$ cat config.mk
export PLATFORM = sky130hd
export DESIGN_NAME = shift_add_multiplier_4_bit_flat
export DESIGN_NICKNAME = d
export VERILOG_FILES = /design/src/rtl/shift_add_multiplier_4_bit_pkg.sv /design/src/rtl/shift_add_multiplier_4_bit_if.sv /design/src/rtl/shift_add_multiplier_4_bit_cla.sv /design/src/rtl/shift_add_multiplier_4_bit.sv /design/src/flat_wrapper.sv
export SDC_FILE = /design/constraint.sdc
export NUM_CORES = 1
export LEC_CHECK = 0
export ABC_AREA = 0
export CAP_MARGIN = 20
export CELL_PAD_IN_SITES_DETAIL_PLACEMENT = 0
export CELL_PAD_IN_SITES_GLOBAL_PLACEMENT = 1
export CORE_ASPECT_RATIO = 0.9
export CORE_UTILIZATION = 37
export DETAILED_ROUTE_END_ITERATION = 8
export PLACE_DENSITY_LB_ADDON = 0.1
export SLEW_MARGIN = 20
export SYNTH_ARGS = -nofsm -noshare
export SYNTH_HDL_FRONTEND = slang
export SYNTH_SLANG_ARGS = --single-unit
$ cat constraint.sdc
create_clock -name i_clk -period 1.3 [get_ports i_clk]
set_input_delay 0.325 -clock i_clk [delete_from_list [all_inputs] [get_ports i_clk]]
set_output_delay 0.325 -clock i_clk [all_outputs]
set_load 0.02 [all_outputs]
$ cat src/rtl/shift_add_multiplier_4_bit_pkg.sv
// Shared definitions for the 4x4 shift-and-add multiplier: state encoding,
// operand width, step count and the right-shift helper used by the datapath.
package shift_add_multiplier_4_bit_pkg;

    // Operand width; the downstream carry-lookahead adder is fixed at 4 bits.
    localparam int WIDTH = 4;

    // One partial-product step per multiplier bit.
    localparam int STEPS = 4;

    // Value of the step counter on the final partial-product step.
    localparam logic [1:0] LAST_STEP = 2'(STEPS - 1);

    // Controller states.
    typedef enum logic [1:0] {
        IDLE = 2'd0,
        CALC = 2'd1,
        DONE = 2'd2
    } state_t;

    // Right shift of the concatenation {carry, accumulator, multiplier} after
    // the optional add. The incoming 5-bit partial is {C', A'}; the returned
    // byte is {new A, new Q}. The carry always shifts into A[3] and C clears.
    function automatic logic [7:0] shift_step(input logic [4:0] partial,
                                              input logic [3:0] q_cur);
        return {partial, q_cur[3:1]};
    endfunction

endpackage

$ cat src/rtl/shift_add_multiplier_4_bit_if.sv
// Start/busy/done handshake bundle between a requester and the multiplier.
interface shift_add_multiplier_4_bit_if;

    logic       i_start;
    logic [3:0] i_multiplicand;
    logic [3:0] i_multiplier;
    logic       o_busy;
    logic       o_done;
    logic [7:0] o_product;

    // Requester side: issues operands and start, observes the result.
    modport master (
        output i_start,
        output i_multiplicand,
        output i_multiplier,
        input  o_busy,
        input  o_done,
        input  o_product
    );

    // Multiplier side: consumes the request, reports status and product.
    modport slave (
        input  i_start,
        input  i_multiplicand,
        input  i_multiplier,
        output o_busy,
        output o_done,
        output o_product
    );

endinterface

$ cat src/rtl/shift_add_multiplier_4_bit_cla.sv
// 4-bit carry-lookahead adder with no carry-in; the result is {cout, sum}.
module carry_lookahead_adder_4_bit (
    input  logic [3:0] a,
    input  logic [3:0] b,
    output logic [4:0] result
);

    logic [3:0] gen;
    logic [3:0] prop;
    logic [4:0] carry;

    // Generate/propagate terms and fully expanded lookahead carries.
    always_comb begin
        gen      = a & b;
        prop     = a ^ b;
        carry    = 5'd0;
        carry[0] = 1'b0;
        carry[1] = gen[0];
        carry[2] = gen[1] | (prop[1] & gen[0]);
        carry[3] = gen[2] | (prop[2] & gen[1]) | (prop[2] & prop[1] & gen[0]);
        carry[4] = gen[3] | (prop[3] & gen[2]) | (prop[3] & prop[2] & gen[1])
                 | (prop[3] & prop[2] & prop[1] & gen[0]);
        result   = {carry[4], prop ^ carry[3:0]};
    end

endmodule

$ cat src/rtl/shift_add_multiplier_4_bit.sv
// Sequential 4x4 unsigned shift-and-add multiplier. One partial-product step
// per clock through the carry-lookahead adder; the product is reported with a
// one-cycle done pulse and held until the next accepted start.
module shift_add_multiplier_4_bit
    import shift_add_multiplier_4_bit_pkg::*;
#(
    parameter int WIDTH = 4
) (
    input  logic                         i_clk,
    input  logic                         i_rst_n,
    shift_add_multiplier_4_bit_if.slave  bus
);

    // The adder is hard-wired to 4 bits, so no other width can be built.
    if (WIDTH != shift_add_multiplier_4_bit_pkg::WIDTH) begin : g_width_check
        $error("shift_add_multiplier_4_bit: WIDTH must be 4");
    end

    state_t           state;
    logic [WIDTH-1:0] m_reg;
    logic [WIDTH-1:0] a_reg;
    logic [WIDTH-1:0] q_reg;
    logic             c_reg;
    logic [1:0]       count;
    logic             busy_reg;
    logic             done_reg;
    logic [7:0]       product_reg;

    logic [4:0]       add_result;
    logic [4:0]       partial;
    logic [7:0]       step_next;

    carry_lookahead_adder_4_bit u_adder (
        .a      (a_reg),
        .b      (m_reg),
        .result (add_result)
    );

    // Conditional add on Q[0] followed by the right shift. C is cleared by
    // every shift, so the no-add path is effectively {0, A}.
    always_comb begin
        partial   = q_reg[0] ? add_result : {c_reg, a_reg};
        step_next = shift_step(partial, q_reg);
    end

    // Controller and datapath registers; reset aborts any operation at once.
    always_ff @(posedge i_clk or negedge i_rst_n) begin
        if (!i_rst_n) begin
            state       <= IDLE;
            m_reg       <= '0;
            a_reg       <= '0;
            q_reg       <= '0;
            c_reg       <= 1'b0;
            count       <= 2'd0;
            busy_reg    <= 1'b0;
            done_reg    <= 1'b0;
            product_reg <= 8'h00;
        end else begin
            case (state)
                IDLE: begin
                    if (bus.i_start) begin
                        m_reg    <= bus.i_multiplicand;
                        q_reg    <= bus.i_multiplier;
                        a_reg    <= '0;
                        c_reg    <= 1'b0;
                        count    <= 2'd0;
                        busy_reg <= 1'b1;
                        state    <= CALC;
                    end
                end
                CALC: begin
                    a_reg <= step_next[7:4];
                    q_reg <= step_next[3:0];
                    c_reg <= 1'b0;
                    count <= count + 2'd1;
                    if (count == LAST_STEP) begin
                        product_reg <= step_next;
                        done_reg    <= 1'b1;
                        state       <= DONE;
                    end
                end
                DONE: begin
                    done_reg <= 1'b0;
                    busy_reg <= 1'b0;
                    state    <= IDLE;
                end
                default: begin
                    done_reg <= 1'b0;
                    busy_reg <= 1'b0;
                    state    <= IDLE;
                end
            endcase
        end
    end

    assign bus.o_busy    = busy_reg;
    assign bus.o_done    = done_reg;
    assign bus.o_product = product_reg;

endmodule

$ cat src/flat_wrapper.sv
// flat-port wrapper written by rule: the top's interface ports become plain ports
module shift_add_multiplier_4_bit_flat import shift_add_multiplier_4_bit_pkg::*;
#(
    parameter int WIDTH = 4
)
  (i_clk, i_rst_n, bus_i_start, bus_i_multiplicand, bus_i_multiplier, bus_o_busy, bus_o_done, bus_o_product);
  shift_add_multiplier_4_bit_if bus_i ();
  input  logic i_clk;
  input  logic i_rst_n;
  input wire logic [$bits(bus_i.i_start)-1:0] bus_i_start;
  input wire logic [$bits(bus_i.i_multiplicand)-1:0] bus_i_multiplicand;
  input wire logic [$bits(bus_i.i_multiplier)-1:0] bus_i_multiplier;
  output wire logic [$bits(bus_i.o_busy)-1:0] bus_o_busy;
  output wire logic [$bits(bus_i.o_done)-1:0] bus_o_done;
  output wire logic [$bits(bus_i.o_product)-1:0] bus_o_product;
  assign bus_i.i_start = bus_i_start;
  assign bus_i.i_multiplicand = bus_i_multiplicand;
  assign bus_i.i_multiplier = bus_i_multiplier;
  assign bus_o_busy = bus_i.o_busy;
  assign bus_o_done = bus_i.o_done;
  assign bus_o_product = bus_i.o_product;
  shift_add_multiplier_4_bit #(.WIDTH(WIDTH)) u_core (.i_clk(i_clk), .i_rst_n(i_rst_n), .bus(bus_i));
endmodule
==> metrics.yaml, run 1 <==
dp.cells: 180
setup_tns_ps: -952.5
fin_crit_sh: 1.108
rsz0062_at_grt: "yes"
skew_ps: 6.571
slew_headroom: 0.6963
cts_tree: "yes"
drtIter0Drc: 34
drc: 0
final-hold-violation-count: 0
nets: 163
cp_cell_sequence: "ha_2 > inv_2 > fa_2 > nand2_2 > o21ai_2 > o21ai_1"
cp_slowest_cell: "fa_2"
rows: 19
vias: 918
worst_slack_ps: -141.0
grt_usage: 0.1625
clk_latency_ps: 280
synth_fp_nets: 127
core-area_mm2: 0.003138
tritoncts.num_buffers: 3
die_w_um: 63.27
r2r_start: "u_core.m_reg[0]"
max_freq_mhz: 693.9
synthFlopType: "dfrtp_1"
clk_path_buf_depth: 2
final_cell_count_no_fill: 187
syn_area_mm2: 0.001250
die_h_um: 57.14
syn2layout_area_growth_pct: 35.24
crit_start: "u_core.m_reg[0]"
post-route-min-period_ps: 1441
gp_congestion: 0.7829
synth.distinct_cells: 30
design.portCount: 21
violations: "negative setup slack"
die_area_mm2: 0.003615
startpoint_type: "flip-flop"
gr-total-overflow: 0
critPathRequiredTime_ps: 1460
ys_seq_area_frac: 0.5205
cts.sinks: 26
ant_nets: 0
grt_max_degree: 27
hp-class: "in2async"
ff2ff_setup_slack_ps: -140
ctsHoldBuffers: 0
viasPerCell: 4.909
syn_inst: 110
slowest_delay_ps: 520
slew_viol_final: 0
grt_pass1_vias: 908
worst_pin_slew_ps: 454.6
h-tree-depth: 1
grt_pass1_wl_um: 4429
irDropWorstVdd_mv: 1.069
worstPathMaxFanout: 2
status: "complete, but fails checks"
final_util: 0.5387
async_flop_share: 1.000
portBuffers: 20
dr.pass1.iters: 4
worstPathArrival_ps: 1600
synth.avg_cell_area_um2: 11.36
end_kind: "flip-flop"
p_leak_nw: 0.7804
critPathKind: "reg2reg"
cts-root-buf: "clkbuf_8"
drive_above_1_share: 0.3517
ys_ff_latch: 26
routedWlPerCell_um: 13.42
hpwlAfterDp_um: 1828
path_clk_slew_ps: 90
wl_um: 2509
synth_edf_count: 0
num_antenna_cells: 0
power.density_mw_per_mm2: 2479
synth_warnings: 0
pre_cts_ws_ps: -331.8
finalSetupViolCount: 8
start_util: 0.3983
largest_reg_flops: 8
antenna_found_initial: 0
cap_viol_max_count: 0
cell usage in the layout, fill, tap and decap left out, types with 2 or more instances in the layout:
cell type,instances
dfrtp_1,23
buf_4,13
o21ai_0,10
nand2_1,9
clkdlybuf4s50_1,9
mux2_2,7
clkbuf_2,7
o21ai_1,6
inv_1,5
mux2i_1,5
nor2b_1,4
a22oi_1,4
a21oi_1,3
clkbuf_8,3
clkdlybuf4s15_1,3
dfrtp_2,3
and2b_2,2
ha_1,2
ha_2,2
stage by stage:
stage	cell area [um^2]	hold slack, ps	power (mW)
CTS	1708	404.8	4.239
detailed placement	1592	471.5	3.483
finish	1690	393.8	4.190
global route	1690	403.0	4.528
global placement	1592	460.6	3.435
floorplan	1261	29.41	2.717
path summary, 6_finish.rpt:
kind / to / cells after the start
worst min register to register: u_core.bus.o_product[3] / 2
min in group i_clk: u_core.bus.o_product[3] / 2
worst max register to register: u_core.a_reg[0] / 6
max in group asynchronous: u_core.state[1] / 2
worst min-delay path: u_core.q_reg[0] / 2
worst max-delay path: u_core.a_reg[0] / 6
cells in the mapped netlist (2+ instances only):
master   instances  area share
ha_1             5       0.050
a22oi_1          4       0.024
mux2i_1          5       0.040
buf_2            2      0.0080
buf_4            2       0.012
inv_1            6       0.018
dfrtp_1         26        0.52
nor2b_1          4       0.020
o21ai_0         17       0.068
nand2_1         10       0.030
mux2_2           7       0.063
a21oi_1          4       0.016
cells by family after synthesis:
| group | count (synthesis) | synth area share |
|---|---|---|
| AND/OR/NAND/NOR | 23 | 0.1131 |
| adder cells (fa/ha/maj) | 6 | 0.06607 |
| XOR/XNOR | 1 | 0.007008 |
| buffers and inverters | 10 | 0.03803 |
| multiplexers | 12 | 0.1031 |
| AO/OA/AOI/OAI | 32 | 0.1522 |
| flip-flops | 26 | 0.5205 |
metal layers:
| metal | part of all wire | GRT usage | vias to the layer above |
|---|---|---|---|
| li1 | - | - | 459 |
| met1 | 0.52 | 0.2539 | 431 |
| met2 | 0.43 | 0.2273 | 23 |
| met3 | 0.034 | 0.01800 | 5 |
| met4 | 0.016 | 0.06818 | 0 |
| met5 | 0 | 0 | - |
report_power, final:
group | total, mW | internal, mW | switching, mW | leakage [nW]
Combinational | 2.01 | 1.01 | 1.00 | 0.425
Clock | 0.676 | 0.412 | 0.264 | 0.0357
Sequential | 1.50 | 1.18 | 0.321 | 0.320
timing repair:
item                       CTS  global route
resized for setup           27            12
setup endpoints to repair   25            23
gates cloned                 1             0
buffers inserted             2             0
pin swaps                    6             3
layout make-up:
| cell class | count | area, um^2 |
|---|---|---|
| fill | 296 | 1448 |
| sequential | 26 | 654.4 |
| multi-input combinational | 75 | 608.1 |
| timing repair buffer | 34 | 281.5 |
| tap | 42 | 52.55 |
| clock buffer | 3 | 41.29 |
| clock inverter | 1 | 30.03 |
| inverter | 6 | 22.52 |
worst max-delay path: cells and delay by family, from the launching register on:
| family | cells | cell delay, ps |
|---|---|---|
| buffers and inverters | 1 | 40 |
| AND/OR/NAND/NOR | 1 | 50 |
| flip-flops | 1 | 360 |
| adder cells (fa/ha/maj) | 2 | 710 |
| AO/OA/AOI/OAI | 2 | 170 |
No activity file was read; power rests on OpenSTA's default activity.
==> inputs of run 2 (changes only) <==
--- a/config.mk
+++ b/config.mk
@@ -6,7 +6,7 @@
 export NUM_CORES = 1
 export LEC_CHECK = 0
 export ABC_AREA = 0
-export CAP_MARGIN = 20
+export CAP_MARGIN = 10
 export CELL_PAD_IN_SITES_DETAIL_PLACEMENT = 0
 export CELL_PAD_IN_SITES_GLOBAL_PLACEMENT = 1
 export CORE_ASPECT_RATIO = 0.9
==> results of run 2 <==
Final layout, timing and power as in run 1 (identical DEF).
==> inputs of run 3 (changes only) <==
--- a/config.mk
+++ b/config.mk
@@ -13,6 +13,7 @@
 export CORE_UTILIZATION = 37
 export DETAILED_ROUTE_END_ITERATION = 8
 export PLACE_DENSITY_LB_ADDON = 0.1
+export RECOVER_POWER = 50
 export SLEW_MARGIN = 20
 export SYNTH_ARGS = -nofsm -noshare
 export SYNTH_HDL_FRONTEND = slang
==> run 3 against run 2 <==
Fmax barely moved. Critical path type unchanged. Sequential power barely moved. The run still ends with negative setup slack left. First-iteration DRC count did not move. Hold slack improved by 92 ps.
==> metrics.yaml, run 3 (synthesized netlist as in run 1, its figures left out) <==
status: "complete, but fails checks"
violations: "negative setup slack"
fin_crit_sh: 1.109
clockPowerShare: 0.162
drc: 0
gp_congestion: 0.7829
sw_frac_of_total: 0.3791
largest_reg_flops: 8
setup_tns_ps: -952.5
whs_ps: 486.1
path_clk_slew_ps: 90
wl_um: 2502
grt_max_degree: 27
cts-root-buf: "clkbuf_8"
ant_nets: 0
portBuffers: 20
cts.sinks: 26
gr-total-overflow: 0
hpwlAfterDp_um: 1828
worst_slack_ps: -141.1
die_area_mm2: 0.003615
max_freq_mhz: 693.9
ctsHoldBuffers: 0
p_switching_mw: 1.585
slew_headroom: 0.5819
final-hold-violation-count: 0
clk_path_buf_depth: 2
antenna_found_initial: 0
critPathBufInv: 1
worstPathMaxFanout: 2
die_w_um: 63.27
grt_pass1_wl_um: 4429
cts_tree: "yes"
design.portCount: 21
post-route-min-period_ps: 1441
cap_viol_max_count: 0
power_frac_seq: 0.360
hp-class: "reg2reg"
end_kind: "flip-flop"
rsz0062_at_grt: "yes"
power.density_mw_per_mm2: 2496
p_leak_nw: 0.7755
vias: 918
combinationalPowerShare: 0.479
clk_latency_ps: 280
rows: 19
viasPerCell: 4.909
final_cell_mix: "dfrtp_1, buf_4, o21ai_0, nand2_1"
critPathRequiredTime_ps: 1460
core-area_mm2: 0.003138
dr.pass1.iters: 4
drive_above_1_share: 0.3517
grt_pass1_vias: 908
slowest_delay_ps: 520
layout_commonest_cell: "dfrtp_1"
num_antenna_cells: 0
irDropWorstVdd_mv: 1.069
die_h_um: 57.14
startpoint_type: "flip-flop"
slew_viol_final: 0
worst_pin_slew_ps: 627.1
worstPathArrival_ps: 1600
critPathKind: "reg2reg"
tritoncts.num_buffers: 3
finalSetupViolCount: 8
h-tree-depth: 1
routedWlPerCell_um: 13.38
nets: 163
cp_cell_sequence: "ha_2 > inv_2 > fa_2 > nand2_2 > o21ai_2 > o21ai_1"
power.total_mw: 4.182
drtIter0Drc: 34
syn2layout_area_growth_pct: 34.03
skew_ps: 6.530
crit_family: "adder cells"
start_util: 0.3983
internal-power_mw: 2.597
grt_usage: 0.1625
cp_slowest_cell: "fa_2"
final_cell_count_no_fill: 187
dp.cells: 180
## run 3: final timing paths
path / slack, ps / cells after the start / end / start
min in group asynchronous: 590 / 2 / u_core.bus.o_product[0] / i_rst_n
worst max register to register: -140 / 6 / u_core.a_reg[0] / u_core.m_reg[0]
worst min register to register: 490 / 2 / u_core.bus.o_product[3] / u_core.bus.o_product[3]
worst min-delay path: 490 / 2 / u_core.bus.o_product[3] / u_core.bus.o_product[3]
max in group asynchronous: 270 / 2 / u_core.state[1] / i_rst_n
worst max-delay path: -140 / 6 / u_core.a_reg[0] / u_core.m_reg[0]
## run 3: worst register-to-register path, cell delays in order, from the launching register on
cell and delay [ps]:
dfrtp_1 360, ha_2 190, inv_2 40, fa_2 520, nand2_2 50, o21ai_2 80
o21ai_1 90
## run 3: metal layers
metal  global-route usage  share of wire
met1               0.2539           0.52
met2               0.2273           0.43
met3              0.01800          0.034
met4              0.06818          0.016
met5                    0              0
## run 3: final cells by class
cell class	instances	area [um^2]
fillers	298	1463
flip-flops and latches	26	654.4
multi-input cells	75	608.1
repair buffers	34	266.5
well taps	42	52.55
clock buffers	3	41.29
clock inverters	1	30.03
inverters	6	22.52
## run 3: through the flow
| stage | util | area [um^2] | setup slack, ps |
|---|---|---|---|
| floorplan | - | 1261 | -97.98 |
| global placement | 0.5072 | 1592 | -309.0 |
| detailed placement | 0.5072 | 1592 | -331.8 |
| CTS | 0.5443 | 1708 | -155.6 |
| global route | 0.5339 | 1675 | -221.7 |
| finish | 0.5339 | 1675 | -141.1 |
## run 3: timing repair
action,CTS,global route
buffers inserted,2,0
setup endpoints to repair,25,23
hold endpoints to repair,0,0
pin swaps,6,3
gates resized for setup,27,12
gates cloned,1,0
## run 3: power groups by stage
stage	Sequential (mW)	Combinational (mW)	Clock, mW
final	1.50	2.00	0.676
after global routing	1.57	2.24	0.717
after CTS	1.50	2.05	0.690
after detailed placement	1.48	2.00	0
after global placement	1.48	1.96	0
after floorplan	1.57	1.15	0
